### src/rtl/alu_pkg.sv
// Shared definitions for the ALU and the two-port ALU arbiter.
//   - 4-bit ALU control codes
//   - arbiter FSM state type
package alu_pkg;

  localparam logic [3:0] ALU_AND = 4'b0000;
  localparam logic [3:0] ALU_OR  = 4'b0001;
  localparam logic [3:0] ALU_ADD = 4'b0010;
  localparam logic [3:0] ALU_SLL = 4'b0011;
  localparam logic [3:0] ALU_XOR = 4'b1000;
  localparam logic [3:0] ALU_SRL = 4'b1010;
  localparam logic [3:0] ALU_SRA = 4'b1011;
  localparam logic [3:0] ALU_SUB = 4'b0110;

  typedef enum logic [1:0] {
    IDLE = 2'd0,
    EXEC = 2'd1,
    RESP = 2'd2
  } state_t;

endpackage

### src/rtl/alu.sv
// Single-cycle combinational ALU.
// Ports:
//   ctrl   in  4      operation code (alu_pkg::ALU_*)
//   a, b   in  WIDTH  operands; shifts use b[4:0] as the amount
//   result out WIDTH  WIDTH-bit result, ADD/SUB wrap with no carry out
//   zero   out 1      result == 0
//   sign   out 1      result MSB
// Undefined codes give result 0 (hence zero=1, sign=0).
module alu
  import alu_pkg::*;
#(
  parameter int WIDTH = 32
) (
  input  logic [3:0]       ctrl,
  input  logic [WIDTH-1:0] a,
  input  logic [WIDTH-1:0] b,
  output logic [WIDTH-1:0] result,
  output logic             zero,
  output logic             sign
);

  logic signed [WIDTH-1:0] a_s;
  logic        [4:0]       shamt;

  assign a_s   = a;
  assign shamt = b[4:0];

  always_comb begin
    result = '0;
    case (ctrl)
      ALU_AND: result = a & b;
      ALU_OR:  result = a | b;
      ALU_ADD: result = a + b;
      ALU_SLL: result = a << shamt;
      ALU_XOR: result = a ^ b;
      ALU_SRL: result = a >> shamt;
      ALU_SRA: result = $unsigned(a_s >>> shamt);
      ALU_SUB: result = a - b;
      default: result = '0;
    endcase
  end

  assign zero = (result == '0);
  assign sign = result[WIDTH-1];

endmodule

### src/rtl/alu_arbiter.sv
// Shares one ALU between two requesters (port 0: execute stage,
// port 1: address/branch helper) with round-robin arbitration.
// One operation is in flight at a time: IDLE -> EXEC -> RESP.
// Ports:
//   clk, rst                      clock, synchronous active-high reset
//   req_valid[1:0] / req_ready    per-port request handshake
//   req_a0/b0/ctrl0, req_a1/b1/ctrl1  per-port operands and ALU code
//   rsp_valid / rsp_ready         response handshake
//   rsp_id, rsp_result, rsp_zero, rsp_sign  registered response
//   busy                          high whenever not IDLE
module alu_arbiter
  import alu_pkg::*;
#(
  parameter int WIDTH = 32
) (
  input  logic             clk,
  input  logic             rst,
  input  logic [1:0]       req_valid,
  output logic [1:0]       req_ready,
  input  logic [WIDTH-1:0] req_a0,
  input  logic [WIDTH-1:0] req_b0,
  input  logic [WIDTH-1:0] req_a1,
  input  logic [WIDTH-1:0] req_b1,
  input  logic [3:0]       req_ctrl0,
  input  logic [3:0]       req_ctrl1,
  output logic             rsp_valid,
  input  logic             rsp_ready,
  output logic             rsp_id,
  output logic [WIDTH-1:0] rsp_result,
  output logic             rsp_zero,
  output logic             rsp_sign,
  output logic             busy
);

  state_t           state_q, state_d;
  logic             last_grant_q, last_grant_d;
  logic [WIDTH-1:0] a_q, a_d;
  logic [WIDTH-1:0] b_q, b_d;
  logic [3:0]       ctrl_q, ctrl_d;
  logic             id_q, id_d;
  logic [WIDTH-1:0] rsp_result_q, rsp_result_d;
  logic             rsp_zero_q, rsp_zero_d;
  logic             rsp_sign_q, rsp_sign_d;
  logic             rsp_id_q, rsp_id_d;

  logic [WIDTH-1:0] alu_result;
  logic             alu_zero;
  logic             alu_sign;
  logic [1:0]       grant;

  // One-hot grant. On a tie the port that did not win last time goes.
  function automatic logic [1:0] arb_grant(input logic [1:0] valid,
                                           input logic       last);
    if (valid == 2'b11) return last ? 2'b01 : 2'b10;
    return valid;
  endfunction

  // ALU is driven only from the latched registers, so no request input
  // reaches any response output combinationally.
  alu #(.WIDTH(WIDTH)) u_alu (
    .ctrl   (ctrl_q),
    .a      (a_q),
    .b      (b_q),
    .result (alu_result),
    .zero   (alu_zero),
    .sign   (alu_sign)
  );

  always_comb begin
    state_d      = state_q;
    last_grant_d = last_grant_q;
    a_d          = a_q;
    b_d          = b_q;
    ctrl_d       = ctrl_q;
    id_d         = id_q;
    rsp_result_d = rsp_result_q;
    rsp_zero_d   = rsp_zero_q;
    rsp_sign_d   = rsp_sign_q;
    rsp_id_d     = rsp_id_q;
    req_ready    = 2'b00;
    grant        = arb_grant(req_valid, last_grant_q);

    case (state_q)
      IDLE: begin
        req_ready = grant;
        if (grant != 2'b00) begin
          a_d          = grant[1] ? req_a1    : req_a0;
          b_d          = grant[1] ? req_b1    : req_b0;
          ctrl_d       = grant[1] ? req_ctrl1 : req_ctrl0;
          id_d         = grant[1];
          last_grant_d = grant[1];
          state_d      = EXEC;
        end
      end
      EXEC: begin
        rsp_result_d = alu_result;
        rsp_zero_d   = alu_zero;
        rsp_sign_d   = alu_sign;
        rsp_id_d     = id_q;
        state_d      = RESP;
      end
      RESP: begin
        if (rsp_ready) state_d = IDLE;
      end
      default: state_d = IDLE;
    endcase
  end

  // Control and response state
  always_ff @(posedge clk) begin
    if (rst) begin
      state_q      <= IDLE;
      last_grant_q <= 1'b1;
      rsp_result_q <= '0;
      rsp_zero_q   <= 1'b0;
      rsp_sign_q   <= 1'b0;
      rsp_id_q     <= 1'b0;
    end else begin
      state_q      <= state_d;
      last_grant_q <= last_grant_d;
      rsp_result_q <= rsp_result_d;
      rsp_zero_q   <= rsp_zero_d;
      rsp_sign_q   <= rsp_sign_d;
      rsp_id_q     <= rsp_id_d;
    end
  end

  // Latched operands: only meaningful after a handshake, so no reset
  always_ff @(posedge clk) begin
    a_q    <= a_d;
    b_q    <= b_d;
    ctrl_q <= ctrl_d;
    id_q   <= id_d;
  end

  assign rsp_valid  = (state_q == RESP);
  assign busy       = (state_q != IDLE);
  assign rsp_id     = rsp_id_q;
  assign rsp_result = rsp_result_q;
  assign rsp_zero   = rsp_zero_q;
  assign rsp_sign   = rsp_sign_q;

endmodule

### config.mk
export PLATFORM = sky130hd
export DESIGN_NAME = alu_arbiter
export DESIGN_NICKNAME = d
export VERILOG_FILES = /design/src/rtl/alu_pkg.sv /design/src/rtl/alu.sv /design/src/rtl/alu_arbiter.sv
export SDC_FILE = /design/constraint.sdc
export NUM_CORES = 1
export LEC_CHECK = 0
export ABC_AREA = 1
export CORE_ASPECT_RATIO = 2
export CORE_MARGIN = 3
export CORE_UTILIZATION = 25
export CTS_CLUSTER_SIZE = 12
export DETAILED_ROUTE_END_ITERATION = 10
export DONT_BUFFER_PORTS = 1
export PLACE_DENSITY = 0.47
export REMOVE_ABC_BUFFERS = 1
export SKIP_CTS_REPAIR_TIMING = 1
export SLEW_MARGIN = 20
export SYNTH_ARGS = -nofsm -noshare
export SYNTH_HDL_FRONTEND = slang
export SYNTH_SLANG_ARGS = --single-unit
### constraint.sdc
create_clock -name clk -period 6.9 [get_ports clk]
set_input_delay 1.035 -clock clk [delete_from_list [all_inputs] [get_ports clk]]
set_output_delay 1.035 -clock clk [all_outputs]
set_load 0.1 [all_outputs]
==> reports/results.ini, run 1 <==
[detailed_routing]
ant_nets=0
drcViolationCount=0
num_vias=14800
wirelength_mm=66.1
viasPerCell=5.16
dr.pass1.iters=8
wl_per_cell_um=23.1
drt_iter0_markers=1166

[worst_hold_path]
holdCritPathClass=reg2reg
holdPathStages=2
hp-start=last_grant_q
hold_end=last_grant_q

[placed_design]
dp_cells=2848
dpl_cell_area_um2=13900
port_buffers=0
dp_worst_setup_slack_ns=0.504
post-dp-hpwl_mm=54.5
place_congestion=0.980

[critical_path]
r2r_start=b_q[0]
r2r_end=rsp_zero
worst_path_largest_cell_delay_ns=1.01
worst_setup_path_end_kind=flip-flop
crit_family=simple AND/OR/NAND/NOR gates
worst-path-buf-inv=2
worstPathArrival_ns=6.85
cp-start-kind=flip-flop
cp_slowest_cell=nor4_1
cp.required_ns=7.24
r2r_cells=26
worstSetupPathType=reg2reg
cp_common_cell=nand3_1
reg2reg_slack_ns=0.39
critPathMaxFanout=36

[flow_run]
drv_cap=0

[synth]
synthesis.area_um2=13400
seq_area_frac_synth=0.210
async_flop_share=0
ys_ff_latch=106
yosysWarnings=0
synth_ff_type=edfxtp_1
netlist_instances=2257
avgSynthCellArea_um2=5.94
yosysUniqueCellTypes=54
synth_edf_count=69

[clocking]
clock_sinks=106
numCtsBuffers=9
cts_tree=built
clockBufferDepth=2
cts_max_level=3
clk_pin_slew_worst_paths_ns=0.09
worstSkewPairLatency_ns=0.40
clock-root-buffer=clkbuf_16

[finish]
fillerInstances=6047
drive_gt1_frac=0.0573
layout.nets=2433
final_cell_mix=nand2_1 (861), nand3_1 (343), inv_1 (231)
diodes=0
design_area_um2=14200
fin_util=0.268
areaGrowthSynthToFinish_pct=5.74
final_cells=2864
layout_commonest_cell=nand2_1

[power_and_ir_drop]
pwr-share-seq=0.284
p_per_area_nw_per_um2=274
comb_power_share=0.565
p_switching_mw=2.20
p_int_mw=1.68
clock_power_share=0.151
finalPower_mw=3.88
leakage_nw=7.35
switching_share=0.566
irDropWorstVdd_mv=0.123

[timing]
max_freq_ghz=0.154
worst_pin_slew_ns=1.17
min_period_ns=6.51
hold_violations=0
finalSetupTns_ns=0
drv_slew=0
hold_ws_ns=0.492
setup_slack_ns=0.392
finClkSkew_ns=0.0111
finalCritPeriodShare=0.943
relSlewSlack=0.214
rsz0062_at_grt=no
finalSetupViolCount=0

[grt]
antenna_found_initial=0
gr-total-overflow=0
grt_pass1_wl_mm=95.5
grt_use_total=0.230
grt_pass1_vias=14800
grt_max_degree=64

[floorplan]
ios=180
die_h_um=334
num_rows=119
core_region_area_um2=52900
die_x_um=170
initial_core_util=0.254
fp.dieArea_um2=56700

[outcome]
status=finished, final reports clean

state kept, by name, indices dropped and copies added (netlist names):
register,count
a_q,32
b_q,32
ctrl_q,4
id_q,1
last_grant_q,1
rsp_id,1
rsp_result,32
rsp_zero,1
state_q,2
worst max-delay path by stage:
stage	startpoint	to	slack, ns	depth (start not counted)
after floorplan	req_valid[0]	a_q[0]	1.18	5
after global placement	b_q[0]	rsp_zero	0.51	26
after detailed placement	b_q[0]	rsp_zero	0.50	26
after CTS	b_q[0]	rsp_zero	0.47	26
after global routing	b_q[0]	rsp_zero	0.35	26
final	b_q[0]	rsp_zero	0.39	26
layout make-up:
| type | count | area [um2] | area share |
|---|---|---|---|
| clock buffer | 9 | 225 | 0.0159 |
| multi-input combinational | 1808 | 9120 | 0.643 |
| inverter | 244 | 926 | 0.0653 |
| sequential | 106 | 2810 | 0.198 |
| clock inverter | 7 | 86.3 | 0.00609 |
| timing repair buffer | 25 | 188 | 0.0132 |
| tap | 665 | 832 | 0.0586 |
logic make-up after synthesis:
logic type	count (synthesis)	share of synthesized area
AOI/OAI and AO/OA	182	0.0800
xor gates and xnor gates	30	0.0196
adders and majority gates	98	0.0920
buffers and inverters	343	0.112
DFF	106	0.210
and+or+nand+nor	1498	0.487
tightest hold or removal path, cell delays in order (launching register included):
cell	delay, ns
dfxtp_1	0.35
a21oi_1	0.07
nand2_1	0.05
cell usage after synthesis (4+ instances only):
cell type / n / area share
nand2_1: 863 / 0.24
nand3_1: 343 / 0.13
inv_1: 232 / 0.065
nor2_1: 162 / 0.045
ha_1: 97 / 0.090
edfxtp_1: 69 / 0.15
a21oi_1: 63 / 0.024
o21ai_0: 51 / 0.019
dfxtp_1: 37 / 0.055
clkbuf_1: 36 / 0.010
buf_2: 33 / 0.012
xor2_1: 30 / 0.020
nand4_1: 27 / 0.013
o211ai_1: 22 / 0.012
nand2_2: 18 / 0.0084
nand3_2: 16 / 0.012
nor3_1: 15 / 0.0056
buf_6: 12 / 0.010
buf_4: 11 / 0.0062
nand2_4: 11 / 0.0092
nand3b_1: 11 / 0.0062
o21ai_1: 10 / 0.0037
o2111ai_1: 8 / 0.0052
and2_1: 7 / 0.0033
or2_2: 7 / 0.0033
a211oi_1: 6 / 0.0034
inv_2: 6 / 0.0017
buf_1: 5 / 0.0014
a31oi_1: 4 / 0.0019
nor2_2: 4 / 0.0019
nor3_2: 4 / 0.0030
nor4_1: 4 / 0.0019
power groups by stage:
stage	clock (mW)	combinational (mW)	sequential (mW)
finish	0.584	2.19	1.10
global route	0.628	2.43	1.12
CTS	0.608	2.18	1.10
detailed placement	0	2.17	1.12
global placement	0	2.17	1.12
floorplan	0	1.39	1.09
metal layers:
layer  GRT usage  share of wire  wire length (um)  up-vias
met5           0              0                 0        -
met4       0.189          0.094              6230        0
met3      0.0213          0.038              2530      177
met2       0.436           0.53             35300      535
met1       0.220           0.33             22100     6863
li1            -              -                 -     7201
(Power assumes the default switching activity.)
==> inputs of run 2 (changes only) <==
- CTS_CLUSTER_DIAMETER: not set -> 40
- PLACE_DENSITY: 0.47 -> not set
==> run 2 against run 1 <==
Net effect: hold slack improved by 0.0081 ns; sequential share of layout area is essentially flat; worst setup slack improved by 0.96 ns; wire length shrank 4.9%; register-to-register slack improved by 0.96 ns; clock skew shrank 0.00058 ns; clock power down 3.6%; sequential power hardly changed; utilization down 0.064 points.
==> reports/results.ini, run 2 (synthesized netlist as in run 1, its figures left out) <==
[critical_path]
r2r_end=rsp_zero
r2r_start=b_q[3]
worstSetupPathType=reg2reg
worstSetupStartpoint=b_q[3]
reg2reg_slack_ns=1.35  ; +0.96 ns
worst_path_largest_cell_delay_ns=0.57  ; -0.44 ns
worst_setup_path_end_kind=flip-flop
cp-start-kind=flip-flop
crit_chain=inv_4, nand2_2, inv_2, nand4_4, nor4_2, nand2_1, o31ai_1, xor2_1, ha_1, nand2_1, nor4_1, nand3_1, nand2_1, nand2_1, nand2_1, nor2_1, nor2_1, nand3_1, nor2_1, nand3_1, a21oi_2
worstPathArrival_ns=5.90  ; -0.95 ns
crit_family=simple AND/OR/NAND/NOR gates
critPathMaxFanout=39  ; +8.3%
crit_path_end=rsp_zero
cp_common_cell=nand2_1
crit_cells=21  ; -19%
cp_slowest_cell=nor4_1
r2r_cells=21  ; -19%
worst-path-buf-inv=2  ; unchanged
cp.required_ns=7.25  ; about the same

[detailed_routing]
ant_nets=0  ; unchanged
drt_iter0_markers=1142  ; -2.1%
wirelength_mm=62.8  ; -4.9%
drcViolationCount=0  ; unchanged
dr.pass1.iters=7  ; -1
wl_per_cell_um=22.0  ; -4.8%
num_vias=14800  ; -0.020%
viasPerCell=5.16  ; about the same

[finish]
drive_gt1_frac=0.0556  ; -0.00174
design_area_um2=14200  ; -0.24%
layout_commonest_cell=nand2_1
diodes=0  ; unchanged
fillerInstances=6075  ; +0.46%
fin_util=0.268  ; -0.000639
final_cell_mix=nand2_1 (862), nand3_1 (343), inv_1 (231)
areaGrowthSynthToFinish_pct=5.49
layout.nets=2430  ; -0.12%

[clocking]
numCtsBuffers=9  ; unchanged
cts_max_level=3  ; unchanged
clock_sinks=106  ; unchanged
clock-root-buffer=clkbuf_16
cts_tree=built
clk_pin_slew_worst_paths_ns=0.08  ; about the same
worstSkewPairLatency_ns=0.41  ; about the same
clockBufferDepth=2  ; unchanged

[timing]
finalSetupTns_ns=0  ; unchanged
hold_violations=0  ; unchanged
finalCritPeriodShare=0.804  ; -0.139
hold_ws_ns=0.500  ; +0.00812 ns
min_period_ns=5.55  ; -0.959 ns
finalSetupViolCount=0  ; unchanged
drv_slew=0  ; unchanged
finClkSkew_ns=0.0105  ; -0.000584 ns
worst_pin_slew_ns=1.13  ; -0.0435 ns
max_freq_ghz=0.180  ; +17%
rsz0062_at_grt=no
relSlewSlack=0.248  ; +0.0342

[worst_hold_path]
holdCritPathClass=reg2reg
holdPathStages=2  ; unchanged

[flow_run]
drv_cap=0  ; unchanged

[grt]
grt_pass1_wl_mm=90.4  ; -5.3%
gr-usage-met1=0.194  ; -0.0253
grt_pass1_vias=14600  ; -0.94%
grt_max_degree=73  ; +14%
gr-total-overflow=0  ; unchanged
antenna_found_initial=0  ; unchanged
met3_usage=0.0345  ; +0.0132
grt_use_total=0.217  ; -0.0135
globalRouteMet2Util=0.401  ; -0.0348
grt.busiest_layer=met2

[placed_design]
post-dp-hpwl_mm=52.5  ; -3.7%
place_congestion=1.07  ; +9.6%
dpl_cell_area_um2=13900  ; -0.18%
port_buffers=0  ; unchanged

[floorplan]
die_x_um=170  ; unchanged
core_region_area_um2=52900  ; unchanged
ios=180  ; unchanged
initial_core_util=0.254  ; unchanged
fp.dieArea_um2=56700  ; unchanged
num_rows=119  ; unchanged
die_h_um=334  ; unchanged

[power_and_ir_drop]
irDropWorstVdd_mv=0.132  ; +7.3%
p_per_area_nw_per_um2=273  ; -0.21%
leakage_nw=7.35  ; about the same

[outcome]
status=finished, final reports clean

==> run 2: final cells by class <==
type | count | area (um2) | area share
multi-input combinational | 1808 | 9110 | 0.644
sequential | 106 | 2810 | 0.199
inverter | 244 | 926 | 0.0654
tap | 665 | 832 | 0.0588
clock buffer | 10 | 250 | 0.0177
timing repair buffer | 22 | 165 | 0.0117
clock inverter | 6 | 52.6 | 0.00371
==> run 2: per-stage QoR <==
step                      setup slack [ns]  power, mW  std cells
final                                 1.35       3.86       2861
after global routing                  1.05       4.12       2861
after CTS                             1.42       3.85       2861
after detailed placement              1.45       3.27       2845
after global placement                1.44       3.28       2845
after floorplan                       1.18       2.48       2158
==> run 2: routing by layer <==
metal	wire length, um	up-vias
met1	20200	6720
li1	-	7180
met2	32700	622
met4	7000	0
met5	0	-
met3	2990	251
==> run 2: how the worst min path moves through the flow <==
stage                       from            to  slack, ns
global placement            id_q        rsp_id       0.48
detailed placement  last_grant_q  last_grant_q       0.50
global route        last_grant_q  last_grant_q       0.56
finish              last_grant_q  last_grant_q       0.50
CTS                         id_q        rsp_id       0.51
floorplan           last_grant_q  last_grant_q       0.45
==> run 2: worst reg2reg max path, stage by stage (launching register included) <==
cell and delay [ns]:
edfxtp_1 0.43, inv_4 0.38, nand2_2 0.23, inv_2 0.50, nand4_4 0.27, nor4_2 0.40
nand2_1 0.15, o31ai_1 0.55, xor2_1 0.16, ha_1 0.44, nand2_1 0.16, nor4_1 0.57
nand3_1 0.22, nand2_1 0.16, nand2_1 0.07, nand2_1 0.06, nor2_1 0.08, nor2_1 0.26
nand3_1 0.11, nor2_1 0.10, nand3_1 0.09, a21oi_2 0.11
==> run 2: report_power, final <==
group / switching, mW / internal [mW] / leakage (nW) / total (mW)
logic: 1.60 / 0.601 / 6.22 / 2.20
clock network: 0.288 / 0.274 / 0.153 / 0.563
registers: 0.315 / 0.788 / 0.981 / 1.10
total: 2.20 / 1.66 / 7.35 / 3.86
